[src/rtl/osiris_pkg.sv]
// Shared definitions for the data-memory path: funct3 codes, host FSM states
// and the alignment rule used for core accesses.
package osiris_pkg;

  localparam logic [2:0] F3_LB  = 3'b000;
  localparam logic [2:0] F3_LH  = 3'b001;
  localparam logic [2:0] F3_LW  = 3'b010;
  localparam logic [2:0] F3_LBU = 3'b100;
  localparam logic [2:0] F3_LHU = 3'b101;
  localparam logic [2:0] F3_SB  = 3'b000;
  localparam logic [2:0] F3_SH  = 3'b001;
  localparam logic [2:0] F3_SW  = 3'b010;

  typedef enum logic [1:0] {
    HOST_IDLE,
    HOST_RESP,
    HOST_DONE
  } host_state_t;

  // Halfword needs offset[0]==0, word needs offset==0; the low two funct3 bits
  // carry the size for both loads and stores.
  function automatic logic is_misaligned(input logic [2:0] funct3,
                                         input logic [1:0] offset);
    case (funct3[1:0])
      2'b01:   return offset[0];
      2'b10:   return offset != 2'b00;
      default: return 1'b0;
    endcase
  endfunction

endpackage

[src/rtl/dmem_lsu_load_align.sv]
// Combinational load extraction: picks the addressed byte/half/word from an
// SRAM word and sign- or zero-extends it according to funct3.
module load_align
  import osiris_pkg::*;
#(
  parameter int DATA_WIDTH = 32
) (
  input  logic [2:0]            funct3,
  input  logic [1:0]            offset,
  input  logic [DATA_WIDTH-1:0] word,
  output logic [DATA_WIDTH-1:0] data
);

  logic [7:0]  byte_sel;
  logic [15:0] half_sel;

  assign byte_sel = word[{offset, 3'b000} +: 8];
  assign half_sel = offset[1] ? word[31:16] : word[15:0];

  always_comb begin
    data = '0;
    case (funct3)
      F3_LB:   data = {{(DATA_WIDTH-8){byte_sel[7]}}, byte_sel};
      F3_LH:   data = {{(DATA_WIDTH-16){half_sel[15]}}, half_sel};
      F3_LW:   data = word;
      F3_LBU:  data = {{(DATA_WIDTH-8){1'b0}}, byte_sel};
      F3_LHU:  data = {{(DATA_WIDTH-16){1'b0}}, half_sel};
      default: data = '0;
    endcase
  end

endmodule

[src/rtl/dmem_lsu.sv]
// Load/store unit between the core M stage and a 1-cycle synchronous data SRAM,
// with a Wishbone-style host port that may own the SRAM while the core is halted.
module dmem_lsu
  import osiris_pkg::*;
#(
  parameter int DATA_WIDTH = 32,
  parameter int ADDR_WIDTH = 10
) (
  input  logic                  clk,
  input  logic                  rst,
  input  logic                  i_mem_write_M,
  input  logic                  i_mem_read_M,
  input  logic [2:0]            i_funct3_M,
  input  logic [DATA_WIDTH-1:0] i_data_addr_M,
  input  logic [DATA_WIDTH-1:0] i_write_data_M,
  output logic [DATA_WIDTH-1:0] o_read_data_W,
  output logic                  o_misaligned,
  input  logic                  i_core_halt,
  input  logic                  i_host_req,
  input  logic                  i_host_we,
  input  logic [3:0]            i_host_sel,
  input  logic [DATA_WIDTH-1:0] i_host_addr,
  input  logic [DATA_WIDTH-1:0] i_host_wdata,
  output logic                  o_host_ack,
  output logic [DATA_WIDTH-1:0] o_host_rdata,
  output logic                  o_sram_en,
  output logic [3:0]            o_sram_we,
  output logic [ADDR_WIDTH-1:0] o_sram_addr,
  output logic [DATA_WIDTH-1:0] o_sram_wdata,
  input  logic [DATA_WIDTH-1:0] i_sram_rdata
);

  host_state_t state_q, state_d;

  logic                  core_act, core_mis, core_store, core_load, host_grant;
  logic [3:0]            st_we;
  logic [DATA_WIDTH-1:0] st_wdata, aligned;
  logic                  host_rd_q;
  logic                  rp_valid_q;
  logic [2:0]            rp_funct3_q;
  logic [1:0]            rp_offset_q;

  // Core and host paths are gated by rst so the SRAM is idle while in reset.
  assign core_act   = !rst && !i_core_halt && (i_mem_write_M || i_mem_read_M);
  assign core_mis   = core_act && is_misaligned(i_funct3_M, i_data_addr_M[1:0]);
  assign core_store = core_act && i_mem_write_M;
  assign core_load  = core_act && !i_mem_write_M;
  assign host_grant = !rst && (state_q == HOST_IDLE) && i_host_req && i_core_halt;

  always_comb begin
    st_we    = 4'b0000;
    st_wdata = i_write_data_M;
    case (i_funct3_M)
      F3_SB: begin
        st_we    = 4'b0001 << i_data_addr_M[1:0];
        st_wdata = {4{i_write_data_M[7:0]}};
      end
      F3_SH: begin
        st_we    = i_data_addr_M[1] ? 4'b1100 : 4'b0011;
        st_wdata = {2{i_write_data_M[15:0]}};
      end
      F3_SW:   st_we = 4'b1111;
      default: st_we = 4'b0000;
    endcase
  end

  always_comb begin
    o_sram_en    = 1'b0;
    o_sram_we    = 4'b0000;
    o_sram_addr  = '0;
    o_sram_wdata = '0;
    if (host_grant) begin
      o_sram_en    = 1'b1;
      o_sram_we    = i_host_we ? i_host_sel : 4'b0000;
      o_sram_addr  = i_host_addr[ADDR_WIDTH+1:2];
      o_sram_wdata = i_host_wdata;
    end else if (core_act) begin
      o_sram_en    = 1'b1;
      o_sram_we    = (core_store && !core_mis) ? st_we : 4'b0000;
      o_sram_addr  = i_data_addr_M[ADDR_WIDTH+1:2];
      o_sram_wdata = st_wdata;
    end
  end

  assign o_misaligned = core_mis;

  always_comb begin
    state_d = state_q;
    case (state_q)
      HOST_IDLE: if (host_grant) state_d = HOST_RESP;
      HOST_RESP: state_d = HOST_DONE;
      HOST_DONE: state_d = HOST_IDLE;
      default:   state_d = HOST_IDLE;
    endcase
  end

  always_ff @(posedge clk) begin
    if (rst) begin
      state_q      <= HOST_IDLE;
      o_host_ack   <= 1'b0;
      o_host_rdata <= '0;
      host_rd_q    <= 1'b0;
      rp_valid_q   <= 1'b0;
      rp_funct3_q  <= '0;
      rp_offset_q  <= '0;
    end else begin
      state_q    <= state_d;
      o_host_ack <= (state_q == HOST_RESP);
      if (host_grant) host_rd_q <= !i_host_we;
      if (state_q == HOST_RESP && host_rd_q) o_host_rdata <= i_sram_rdata;
      rp_valid_q  <= core_load && !core_mis;
      rp_funct3_q <= i_funct3_M;
      rp_offset_q <= i_data_addr_M[1:0];
    end
  end

  load_align #(.DATA_WIDTH(DATA_WIDTH)) u_load_align (
    .funct3 (rp_funct3_q),
    .offset (rp_offset_q),
    .word   (i_sram_rdata),
    .data   (aligned)
  );

  assign o_read_data_W = rp_valid_q ? aligned : '0;

endmodule

[config.mk]
export PLATFORM = sky130hd
export DESIGN_NAME = dmem_lsu
export DESIGN_NICKNAME = d
export VERILOG_FILES = /design/src/rtl/osiris_pkg.sv /design/src/rtl/dmem_lsu_load_align.sv /design/src/rtl/dmem_lsu.sv
export SDC_FILE = /design/constraint.sdc
export NUM_CORES = 1
export LEC_CHECK = 0
export BUFFER_PORTS_ARGS = -buffer_cell sky130_fd_sc_hd__buf_4
export CORE_MARGIN = 2
export CORE_UTILIZATION = 23
export DETAILED_ROUTE_END_ITERATION = 6
export PLACE_DENSITY_LB_ADDON = 0.25
export RECOVER_POWER = 100
export SETUP_SLACK_MARGIN = 0.3
export SYNTH_ARGS = -nofsm -noshare
export SYNTH_HDL_FRONTEND = slang
export SYNTH_SLANG_ARGS = --single-unit
[constraint.sdc]
create_clock -name clk -period 3.77 [get_ports clk]
set_input_delay 0.1885 -clock clk [delete_from_list [all_inputs] [get_ports clk]]
set_output_delay 0.1885 -clock clk [all_outputs]
set_load 0.01 [all_outputs]
* After elaboration in Yosys (flattened, before gate mapping)
Index checks and enable logic that the tools add are counted.
** Cells by class
- Reductions and logical operators :: 21
- Equality and inequality tests :: 10
- Multiplexer cells :: 19
- Shift operators :: 2
** Operators with widths (count)
- case mux 32 bit (5 select lines) :: 1
- 2-to-1 mux 32 bit :: 3
- case mux 32 bit (2 select lines) :: 1
- variable part select 32 x 6 -> 8 bit :: 1
- 2-to-1 mux 10 bit :: 2
- 2-to-1 mux 4 bit :: 5
- 2-to-1 mux 16 bit :: 1
- case mux 4 bit (3 select lines) :: 1
- logical AND 1 bit :: 11
- == test 3 x 1 -> 1 bit (second input constant) :: 2
- == test 3 x 2 -> 1 bit (second input constant) :: 2
- == test 3 bit (second input constant) :: 2
- zero test 3 bit :: 2
- zero test 1 bit :: 5
- == test 2 x 1 -> 1 bit (second input constant) :: 2
- case mux 2 bit (2 select lines) :: 1
- << shifter 1 x 2 -> 4 bit (first input constant) :: 1
- == test 2 bit (second input constant) :: 1
- zero test 2 bit :: 1
- 2-to-1 mux 1 bit :: 2
- 2-to-1 mux 2 bit :: 1
- != test 2 bit (second input constant) :: 1
- case mux 1 bit (2 select lines) :: 1
- nonzero test 2 bit :: 1
- logical OR 1 bit :: 1
** Word-level totals
- Word-level logic and storage cells :: 59
- Register bits after elaboration :: 42

* Depth between registers and ports, before layout
Gate-level depths: netlist of run 1.
- Word-level depth :: 9
- Depth in mapped cells :: 7

* By module
Synthesis of run 1 repeated with hierarchy kept, for this count alone.
** Unflattened totals
- Cells, all modules :: 460
- Area, all modules :: 3271.9 um^2
** Modules (own cells, without submodules)
- dmem_lsu :: area an instance 2509.9 um^2, cells an instance 352, times used 1
- load_align :: area an instance 762.0 um^2, cells an instance 108, times used 1

* Worst setup path after synthesis of run 1
OpenSTA, ideal clock, no wires.
- Path type :: input to output
- Start :: input i_funct3_M[0]
- End :: output o_sram_wdata[14]
- Slack :: 2.156 ns
- Buffers on the path :: 1
- Data required time :: 3.582 ns
- Stages :: 7
- Arrival time :: 1.425 ns
- Path through :: inv_1 -> ha_1 -> o21bai_2 -> buf_4 -> a221o_1 -> nand2_1 -> o21ai_0
** Between the ends
- Cells in the longest elaborated chain, start to end :: 4
- Elaborated cells on any way between the ends :: 5
** RTL lines
- start, declared :: line dmem_lsu.sv:13 : input logic [2:0] i_funct3_M,
- == test 3 x 1 -> 1 bit or zero test 3 bit (tied branches) :: line dmem_lsu.sv:53 : case (i_funct3_M)
- case mux 32 bit (2 select lines) * :: line dmem_lsu.sv:53
- 2-to-1 mux 32 bit * :: line dmem_lsu.sv:77 : end else if (core_act) begin
- 2-to-1 mux 32 bit * :: line dmem_lsu.sv:72 : if (host_grant) begin
- end, declared :: line dmem_lsu.sv:29 : output logic [DATA_WIDTH-1:0] o_sram_wdata,
Every way passes the cells marked *; elsewhere a longest branch is shown, timed or not.

* Worst setup path after layout of run 1
- Start :: input i_funct3_M[1]
- End :: output o_sram_wdata[12]
Same word-level chain as after synthesis.

==> results list, run 1 <==
- The die is 118.2 microns wide.
- The via count of the first global-routing pass was 3832.
- Number of port buffers: 244
- Clock network latency to the later pin of the worst-skew pair: 0.28 ns
* Via total after detailed routing: 4073
- GRT Resource Usage Total: 18.28%
- Clock tree from TritonCTS: built
- Pin count of the biggest net entering global routing: 52
- Ys async rst share: 0%
* Data required, critical path: 3.58 ns
* Signed area change from the synthesized netlist to the final layout: 54.98%
* Post-synthesis instance area: between 0.003 and 0.004 sq mm
- Of the total synthesized cell area, the portion taken by AND, OR, NAND and NOR gates is 25.18%.
* Worst hold-check slack: approximately 0.11 ns
* Most frequently used flop master after synthesis: dfxtp_1
- The worst register-to-register path has a depth of 3.
- The wire-length estimate of the detail-placed layout is between 10000 and 15000 microns.
* Site row count: 41
- The run finished with clean final reports.
- Finished Cell Area: 0.004652 sq mm
- Worst hold path startpoint: i_mem_write_M
- The worst register-to-register path has a setup slack of 2.03 ns.
- The tree is rooted in a clkbuf_16.
* Post-route core utilization: 36.71%
* Post-synthesis sequential element count: 42
- Along the worst hold path, the cell count comes to 2.
* Compound-gate portion of the synthesized area: 33.51%
- Largest fanout on the critical path: 16
- After clock tree synthesis, the repair step resized 0 gates.
- The critical path in this run is classified as primary input to output port.
* Starting utilization of the core area: 23.69%
* CTS Hold Bufs: 0
- When the netlist entered floorplanning its net count stood at 601.
- Final-report max-slew violation count: 0
- Achievable frequency: 0.3608 GHz
- For this run, the detailed router's first-pass iteration total came to 4.
- After layout, the worst path uses ~74% of the clock period.
- The total area inside the core boundary comes to 0.01267 sq mm.
- Portion of the post-synthesis area used by sequential elements: 28.01%
- Post-Synthesis Cells: 424
- At the pin with the least slew margin, the transition time is 1.145 ns.
- Die Y-Extent: 118.2 microns
- DRC Markers: 0
- After synthesis, the largest family of logic cells by area is compound AO/OA/AOI/OAI gates.
- STA classifies the critical path endpoint as an output port.
- The number of antenna violations at the first check in global routing came to 0.
* Proportion of netlist area held by the largest area contributor: around 28%
- The die covers 0.01398 sq mm.
* Adder and majority cell fraction of the synthesized area: 1.251%
- Remaining global-route overflow: 0
- After routing, the total negative slack on setup checks comes to 0 ns.
- WHS Endpoint: rp_valid_q
- CTS buffer count: 5
- The worst-case IR drop observed on VDD is between 100 and 150 uV.
- On the final layout, the worst clock skew is around 0.0033 ns.
- Number of H-tree branching levels: 2
- The final hold violation count is 0.
- Setup violations remaining at the end of the flow were counted as 0.
* Routability congestion estimate from global placement: 0.8611
- The placed instances occupy a cell area of between 0.004 and 0.005 sq mm.
- In the final routed layout, each cell accounts on average for 16.69 microns.
- Clock Sinks: 42
* Startpoint kind of the worst setup timing path: primary input
* Number of max-cap violations: 0
- Buffers added to address setup during post-CTS repair amount to 0.
* I/O pin total: 287
- In this run the critical register-to-register path is captured at o_host_rdata[8].
- Synth cell types: between 40 and 50
- Most area-consuming cells after synthesis: dfxtp_1, nand2_1, a21oi_1
- Antenna Diode Count: 0
- The clock passes through at most 2 buffers.
- Leakage power: between 1.5 and 2 nW
- The worst register-to-register path begins at state_q[1].
- Global-route wire length before repair: 20710 microns
- Total wirelength of the detailed-routed design: 13680 microns
* Number of enable flip-flop cells after synthesis: 0
* Worst slew slack as a fraction of its limit: between 20% and 30%
* Minimum clock period after layout: 2.771 ns
- For this run, the post-layout net count is 824.
- Reg clk slew, reported paths: 0.06 ns
* Yosys Warn Count: 0
- Synthesized area per cell: 7.079 sq um
- The path class of the tightest hold or removal check is primary input to register.
* Initial detailed-routing violation count: 233
- Data arrives at the worst endpoint at between 2 and 3 ns.
* Cell type contributing the most total cell area after synthesis: dfxtp_1
* Proportion of synthesized area in mux cells: 5.252%
- Ratio of cells with drive above 1 in the final layout: 24.85%
- Using the TritonRoute via totals, the vias-per-cell ratio works out to 4.967.
* Unrepaired setup endpoints after global routing: false
* Number of nets still failing antenna checks after routing: 0
- Dividing total power by cell area gives a power density of 276.2 mW/mm^2.
* Xor-xnor portion of the synthesized cell area: 0%
[synth_stat cells (3+ instances only)]
cell type and number:
nor3b_1 3, nand2b_1 4, clkbuf_1 12, nand2_1 114, a32o_1 4, a32oi_1 6, nor2_1 34, mux2_2 6
a21oi_1 58, dfxtp_1 42, a22oi_1 10, a22o_1 18, o21ai_0 27, inv_1 6, ha_1 3, buf_4 3
a221o_1 12, mux2i_1 9, buf_6 3, buf_2 16
[critical path, stage by stage]
cell and delay (ns):
buf_4 0.09, inv_1 0.06, ha_1 0.38, o21bai_1 0.76
clkbuf_1 0.46, a221o_1 0.19, nand2_1 0.07, o21ai_0 0.15
clkbuf_1 0.23
[sequential cells by signal (all words and copies together), names as in the netlist]
signal / cells
rp_funct3_q: 3
rp_offset_q: 2
state_q: 2
o_host_rdata: 32
o_host_ack: 1
host_rd_q: 1
rp_valid_q: 1
[logic make-up (layout without fill, tap and decap cells)]
| kind of cell | Yosys count | after routing |
|---|---|---|
| AOI/OAI and AO/OA | 149 | 149 |
| adders and majority gates | 3 | 3 |
| buffers and inverters | 40 | 264 |
| DFF | 42 | 42 |
| muxes | 15 | 15 |
| and+or+nand+nor | 175 | 175 |
[how the worst max path moves through the flow]
| stage | startpoint | to | depth (start not counted) |
|---|---|---|---|
| global route | i_funct3_M[1] | o_sram_wdata[12] | 9 |
| detailed placement | i_funct3_M[1] | o_sram_wdata[8] | 9 |
| floorplan | i_funct3_M[0] | o_sram_wdata[14] | 7 |
| global placement | i_funct3_M[0] | o_sram_wdata[8] | 9 |
| finish | i_funct3_M[1] | o_sram_wdata[12] | 9 |
| CTS | i_funct3_M[1] | o_sram_wdata[8] | 9 |
[cells in the final DEF, fill, tap and decap left out, types with 2 or more instances in the layout]
cell	Yosys	routed
buf_4	3	142
a22oi_1	10	10
clkbuf_16	0	5
nand2b_1	4	4
inv_1	6	6
a22o_1	18	18
nor2_1	34	35
o21bai_1	2	3
a31oi_1	2	2
clkbuf_1	12	110
mux2i_1	9	9
a32o_1	4	4
nor3b_2	2	2
mux2_2	6	6
nor2b_1	2	2
nor3b_1	3	3
a32oi_1	6	6
o21ai_0	27	28
nand2_1	114	115
dfxtp_1	42	42
a221o_1	12	12
nand3b_1	2	2
a222oi_1	2	2
a21oi_1	58	58
ha_1	3	3
[area by class of cell]
cell class                      count  area, sq um
Inverter                            6        22.52
Sequential cell                    42        840.8
Timing Repair Buffer              250         1471
Multi-Input combinational cell    342         1939
Fill cell                        1454         8019
Clock buffer                        7        132.6
Clock inverter                      1        30.03
Tap cell                          172        215.2
[where the power goes]
group          total, mW  leakage [nW]  switching, mW  internal, mW
sequential         0.459         0.340        0.00818         0.451
combinational      0.346          1.43          0.179         0.167
clock              0.480        0.0781          0.167         0.313
[routing by layer]
| metal | vias up | wire length, microns | GRT usage (%) |
|---|---|---|---|
| li1 | 1949 | - | - |
| met1 | 1912 | 5692 | 22.63 |
| met2 | 197 | 6830 | 32.48 |
| met3 | 15 | 972 | 3.958 |
| met4 | 0 | 188 | 3.614 |
| met5 | - | 0 | 0 |
[metrics by stage]
| step | setup WS (ns) | cells | total power [mW] |
|---|---|---|---|
| after CTS | 1.367 | 820 | 1.332 |
| final | 0.9987 | 820 | 1.285 |
| after floorplan | 2.156 | 424 | 0.6313 |
| after detailed placement | 1.380 | 812 | 0.8454 |
| after global routing | 0.7585 | 820 | 1.344 |
| after global placement | 1.376 | 812 | 0.8395 |
Note: power is estimated with default switching activity, not from simulation.
==> run 2, diff against run 1 <==
==> constraint.sdc (replaced) <==
create_clock -name clk -period 2.7 [get_ports clk]
set_input_delay 0.135 -clock clk [delete_from_list [all_inputs] [get_ports clk]]
set_output_delay 0.135 -clock clk [all_outputs]
set_load 0.01 [all_outputs]
==> run 2 against run 1 <==
Sequential share of layout area unchanged. Critical path depth down 4. Clock-buffer cell count unchanged. Core utilization unchanged. Sequential power up 40%.
==> results list, run 2 (same netlist as run 1, synthesis figures left out) <==
- Result of the run: complete, no violations (unchanged).
- Unrepaired setup endpoints after global routing: false (unchanged).
- The core area was 0.01267 sq mm (unchanged).
- The maximum clock path buffer count is 2 (unchanged).
- Clock Sinks: 42 (unchanged)
* Number of failing setup endpoints in the final timing report: 0 (unchanged)
* Met2 wire length: 6828 microns (was 6830 microns)
- The count of instances resized after the clock tree is built is 0 (unchanged).
* Final TNS setup: 0 ns (unchanged)
* Post-detail-place hpwl: 10940 microns (was 10860 microns)
- Routability congestion estimate from global placement: 0.8620 (was 0.8611)
* Achievable frequency: 0.4269 GHz
- Total Power Consumption: 1.725 mW (was 1.285 mW)
* Initial detailed-routing violation count: 281 (was 233)
* Final Hold Violating Endpoints: 0 (unchanged)
- The number of flip-flops under the largest register name was 32 (unchanged).
- The growth of design area from synthesis to finish is 54.98% (unchanged).
* Leakage power: 1.852 nW (was 1.849 nW)
- Startpoint kind of the worst setup timing path: register (was primary input)
- Number of buffers inserted by post-CTS setup repair: 0 (unchanged)
- Most frequent standard cell in the layout excluding fill and tap cells: buf_4 (unchanged)
- Remaining global-route overflow: 0 (unchanged)
* Total wirelength of the detailed-routed design: 13710 microns (was 13680 microns)
- Crit path capture type: output port (unchanged)
* Worst setup path endpoint: o_read_data_W[8] (was o_sram_wdata[12])
* Launching instance or port of the critical path: rp_offset_q[1] (was i_funct3_M[1])
- Data required, critical path: 2.57 ns (was 3.58 ns)
* Number of nets still failing antenna checks after routing: 0 (unchanged)
- First-pass iteration count of the detailed router: 5 (was 4)
- The post-route DRC violation count came to 0 (unchanged).
- Site row count: 41 (unchanged)
- The origin of the critical flop-to-flop path is state_q[1] (unchanged).
- Antenna Diode Count: 0 (unchanged)
* Pin count of the biggest net entering global routing: 51 (was 52)
* Most frequent cells in the layout: buf_4, nand2_1, clkbuf_1, a21oi_1, dfxtp_1 (unchanged)
- CP arrival: 2.21 ns (was 2.58 ns)
* Number of H-tree branching levels: 2 (unchanged)
- Endpoint of the most critical register-to-register path: o_host_rdata[11] (was o_host_rdata[8])
- The clock transition time at the flip-flop clock pins of the worst setup and hold paths was 0.05 ns (was 0.06 ns).
- The register with the most flip-flops was o_host_rdata (unchanged).
- Full die area: 0.01398 sq mm (unchanged)
* M1 wire length: 5602 microns (was 5692 microns)
- Worst-case setup slack after placement: 0.7727 ns (was 1.380 ns)
- Class of the tightest hold or removal check: primary input to register (unchanged)
- The max capacitance violation total came to 0 (unchanged).
- Worst setup path category: register to output port (was primary input to output port)
* Mean number of vias per cell: 4.915 (was 4.967)
* Via count of the first global-routing pass: 3750 (was 3832)
* Worst Reg-to-Reg Cells: 4 (was 3)
- Transition time at the pin with the least slew margin: 0.7779 ns (was 1.145 ns)
* Worst reg-to-reg setup slack: 0.78 ns (was 2.03 ns)
- The number of antenna violations at the first check in global routing came to 0 (unchanged).
- The cell area power density was 370.9 mW/mm^2 (was 276.2 mW/mm^2).
* Worst slew slack as a fraction of its limit: 47.41% (was 23.65%)
- Starting utilization of the core area: 23.69% (unchanged)
- Global-route wire length before repair: 20550 microns (was 20710 microns)
* PnR worst setup slack: 0.3578 ns (was 0.9987 ns)
* Die Y-Extent: 118.2 microns (unchanged)
* CTS buffer count: 5 (unchanged)
- Ratio of cells with drive above 1 in the final layout: 25.31% (was 24.85%)
- CTS Hold Bufs: 0 (unchanged)
- Master cell of the clock root buffer: clkbuf_16 (unchanged)
- The met3 wirelength from detailed routing came to 1102 microns (was 972 microns).
- The die extent in x is 118.2 microns (unchanged).
* Worst hold path startpoint: i_mem_write_M (unchanged)
- Number of port buffers: 244 (unchanged)
- Final-report max-slew violation count: 0 (unchanged)
- Detailed-route wire length per cell: 16.64 microns (was 16.69 microns)
- The layout net count is 828 (was 824).
- Largest fanout on the critical path: 10 (was 16)
* I/O pin total: 287 (unchanged)
- Final worst-path cycle share: 86.75%
- Highest routed layer: met4 (unchanged)
- Largest regs: o_host_rdata: 32 flops, rp_funct3_q: 3 flops (unchanged).
* GRT Resource Usage Total: 18.13% (was 18.28%)
- After layout, the minimum clock period comes to between 2 and 2.5 ns.
* Worst IR drop on VDD: 197.9 uV (was 139.9 uV)
- Via total after detailed routing: 4050 (was 4073)
- The clock tree from TritonCTS is built (unchanged).
- The final worst clock skew came to 0.005540 ns (was 0.003269 ns).
* Clock network latency to the later pin of the worst-skew pair: 0.28 ns (about the same)
[run 2: cell types whose count changed in the layout (fill, tap and decap cells not counted), sizes merged]
cell    change
bufinv      -1
clkbuf      +4
clkinv      +1
[run 2: layer usage]
| layer | up-vias | track usage (%) |
|---|---|---|
| met5 | - | 0 |
| met4 | 0 | 3.614 |
| met3 | 15 | 4.295 |
| met2 | 204 | 32.66 |
| met1 | 1866 | 21.82 |
| li1 | 1965 | - |
[run 2: cell type report]
type,count,area (sq um)
Clock buffer,7,142.6
Clock inverter,1,5.005
Fill cell,1437,8019
Inverter,6,22.52
Multi-Input combinational cell,342,1937
Sequential cell,42,840.8
Tap cell,172,215.2
Timing Repair Buffer,254,1489
[run 2: worst min path at each step]
| stage | end | slack [ns] | depth (start not counted) |
|---|---|---|---|
| final | rp_valid_q | 0.06 | 2 |
| after detailed placement | rp_valid_q | 0.35 | 2 |
| after global placement | rp_valid_q | 0.34 | 2 |
| after global routing | rp_valid_q | 0.06 | 2 |
| after floorplan | rp_valid_q | 0.21 | 1 |
| after CTS | rp_valid_q | 0.06 | 2 |
[run 2: per-stage QoR]
step / area (sq um) / utilization, % / cells / hold slack [ns]
6_report: 4652 / 36.71 / 824 / 0.06104
5_1_grt: 4652 / 36.71 / 824 / 0.05834
4_1_cts: 5091 / 40.18 / 824 / 0.05753
3_5_place_dp: 4943 / 39.01 / 816 / 0.3503
3_3_place_gp: 4943 / 39.01 / 816 / 0.3392
2_1_floorplan: 3002 / - / 424 / 0.2129
[run 2: worst max-delay path, cell delays in order (launching register included)]
cell      delay, ns
dfxtp_1        0.59
inv_1          0.15
nor2_1         0.55
a22oi_1        0.22
a21oi_1        0.21
clkbuf_1       0.20
[run 2: report_power, final]
part	internal (mW)	switching [mW]
Sequential	0.629	0.0113
Combinational	0.233	0.250
Clock	0.366	0.235
Total	1.23	0.497
==> run 3, diff against run 2 <==
--- a/config.mk
+++ b/config.mk
@@ -11,6 +11,7 @@
 export DETAILED_ROUTE_END_ITERATION = 6
 export PLACE_DENSITY_LB_ADDON = 0.25
 export RECOVER_POWER = 100
+export REMOVE_ABC_BUFFERS = 1
 export SETUP_SLACK_MARGIN = 0.3
 export SYNTH_ARGS = -nofsm -noshare
 export SYNTH_HDL_FRONTEND = slang
==> run 3 against run 2 <==
Fmax about the same. Setup slack better by 0.0019 ns. Clock skew down 0.0014 ns.
==> results list, run 3 (same netlist as run 1, synthesis figures left out) <==
- The flop-to-flop setup slack came to 0.69 ns (was 0.78 ns).
- Unrepaired setup endpoints after global routing: false (unchanged)
- The number of rows in the core area came to 41 (unchanged).
- The maximum clock path buffer count came to 2 (unchanged).
- The number of antenna violations at the first check in global routing was 0 (unchanged).
* Starting utilization of the core area: 23.69% (unchanged)
* CP arrival: 2.21 ns (about the same)
- Minimum clock period after layout: 2.340 ns (was 2.342 ns)
* Final-report max-slew violation count: 0 (unchanged)
- Worst slew slack as a fraction of its limit: 4.107% (was 47.41%)
- The nature of the critical path startpoint is a primary input (was register).
* Number of buffers inserted by post-CTS setup repair: 0 (unchanged)
- The endpoint class of the critical path is an output port (unchanged).
- The number of flip-flops under the largest register name is 32 (unchanged).
- Transition time at the pin with the least slew margin: 1.438 ns (was 0.7779 ns)
- Reg clk slew, reported paths: 0.06 ns (was 0.05 ns)
* Post-detail-place hpwl: 11380 microns (was 10940 microns)
- The clock tree from TritonCTS is built (unchanged).
- Via count of the first global-routing pass: 3988 (was 3750)
- Post-route core utilization: 37.06% (was 36.71%)
* Number of port buffers: 244 (unchanged)
- Detailed-route wire length per cell: 17.24 microns (was 16.64 microns)
- The clock network latency to the later pin of the worst-skew pair came to 0.28 ns (about the same).
- Total Power Consumption: 1.726 mW (was 1.725 mW)
- Combined flip-flop and latch cell area: 840.8 sq um (unchanged)
- The H-tree level count came to 2 (unchanged).
- The number of iterations in the first detailed-routing pass came to 5 (unchanged).
* Data required, critical path: 2.57 ns (about the same)
- The largest net degree at the start of global routing was 44 (was 51).
- The count of cells along the worst hold path is 2 (unchanged).
- CTS buffer count: 5 (unchanged)
- The share of post-route cells with drive strength above 1 is 26.65% (was 25.31%).
- The overall track demand over capacity in global routing was 19.36% (was 18.13%).
- The total detailed-routing wirelength was 14220 microns (was 13710 microns).
* I/O pin total: 287 (unchanged)
* Most frequent standard cell in the layout excluding fill and tap cells: buf_4 (unchanged)
* Master cell of the clock root buffer: clkbuf_16 (unchanged)
* Clock Sinks: 42 (unchanged)
- The detailed router's first-iteration violation count was 307 (was 281).
* Register with the highest flop count: o_host_rdata (unchanged)
- The layout net count was 831 (was 828).
* Worst hold path startpoint: i_host_we (was i_mem_write_M)
- Class of the tightest hold or removal check: primary input to register (unchanged)
- Multi-input combinational cell area: 0.001942 sq mm (was 0.001937 sq mm)
- Number of nets still failing antenna checks after routing: 0 (unchanged)
- The die extent in x came to 118.2 microns (unchanged).
* Result of the run: complete, no violations (unchanged)
- The core area was 0.01267 sq mm (unchanged).
* Worst clock skew on the final layout: 0.004096 ns (was 0.005540 ns)
- The routed via count is 4108 (was 4050).
- CTS Hold Bufs: 0 (unchanged)
* Final worst-path cycle share: 86.68% (was 86.75%)
* Launching instance or port of the critical path: rst (was rp_offset_q[1])
* Remaining global-route overflow: 0 (unchanged)
- Cell Pwr Density: 367.6 mW/mm^2 (was 370.9 mW/mm^2)
* Worst reg2reg path startpoint: state_q[1] (unchanged)
- Largest fanout on the critical path: 43 (was 10)
* Worst-case setup slack after placement: 0.7337 ns (was 0.7727 ns)
- Most frequent cells in the layout: buf_4, nand2_1, clkbuf_1, a21oi_1, dfxtp_1 (unchanged).
- DRC Markers: 0 (unchanged)
* Leakage power: 1.889 nW (was 1.852 nW)
- Largest regs: o_host_rdata: 32 flops, rp_funct3_q: 3 flops (unchanged)
- The vertical die dimension was 118.2 microns (unchanged).
* Worst Reg-to-Reg Cells: 4 (unchanged)
- Full die area: 0.01398 sq mm (unchanged)
- The endpoint of the worst hold-timing path was host_rd_q (was rp_valid_q).
- The max capacitance violation total came to 0 (unchanged).
- PnR worst setup slack: 0.3597 ns (was 0.3578 ns)
- Number of failing setup endpoints in the final timing report: 0 (unchanged)
- Routability congestion estimate from global placement: 0.8661 (was 0.8620)
- The count of instances resized after the clock tree is built was 0 (unchanged).
- Antenna Diode Count: 0 (unchanged)
* Worst setup path category: primary input to output port (was register to output port)
- Final Hold Violating Endpoints: 0 (unchanged)
* Signed area change from the synthesized netlist to the final layout: 56.44% (was 54.98%)
* Global-route wire length before repair: 21630 microns (was 20550 microns)
- Endpoint of the most critical register-to-register path: o_host_rdata[27] (was o_host_rdata[11])
- Worst IR drop on VDD: 197.1 uV (was 197.9 uV)
* Number of filler cells placed in the layout: 1469 (was 1437)
- Final TNS setup: 0 ns (unchanged)
- The mean number of vias per cell is 4.979 (was 4.915).
* Achievable frequency: 0.4273 GHz (was 0.4269 GHz)
==> run 3: critical path, cell delays in order <==
cell and delay (ns):
clkbuf_1 0.74, and4b_1 0.40, clkbuf_4 0.38, or2_2 0.37, buf_4 0.15
==> run 3: report_power, final <==
part / switching (mW) / leakage (nW) / total [mW] / internal, mW
combinational: 0.257 / 1.48 / 0.496 / 0.239
sequential: 0.0112 / 0.340 / 0.641 / 0.629
clock: 0.232 / 0.0688 / 0.589 / 0.357
==> run 3: worst max-delay path by stage <==
stage                              endpoint  slack [ns]
after CTS                 o_read_data_W[12]        0.51
after global routing      o_read_data_W[21]        0.18
after floorplan                o_sram_we[0]        0.73
after detailed placement       o_sram_we[1]        0.73
after global placement         o_sram_we[0]        0.79
final                             o_sram_en        0.36
==> run 3: through the flow <==
step / hold slack (ns) / cell area [sq um] / instances
6_report: 0.06879 / 4696 / 825
5_1_grt: 0.07412 / 4696 / 825
4_1_cts: 0.06291 / 5105 / 825
3_5_place_dp: 0.3655 / 4966 / 819
3_3_place_gp: 0.3597 / 4966 / 819
2_1_floorplan: 0.2017 / 2820 / 390
==> run 3: layer usage <==
layer  vias to the layer above  share of wire (%)  global-route usage, %
met1                      1909                 37                  21.26
met5                         -                  0                      0
met2                       223                 50                  35.40
li1                       1964                  -                      -
met3                        12                 11                  6.371
met4                         0                1.3                  5.271
==> run 3: area by class of cell <==
class	instances	share of cell area, %
Multi-Input combinational cell	342	41.35
Tap cell	172	4.583
Sequential cell	42	17.91
Timing Repair Buffer	257	32.72
Clock buffer	6	2.958
Inverter	6	0.4796
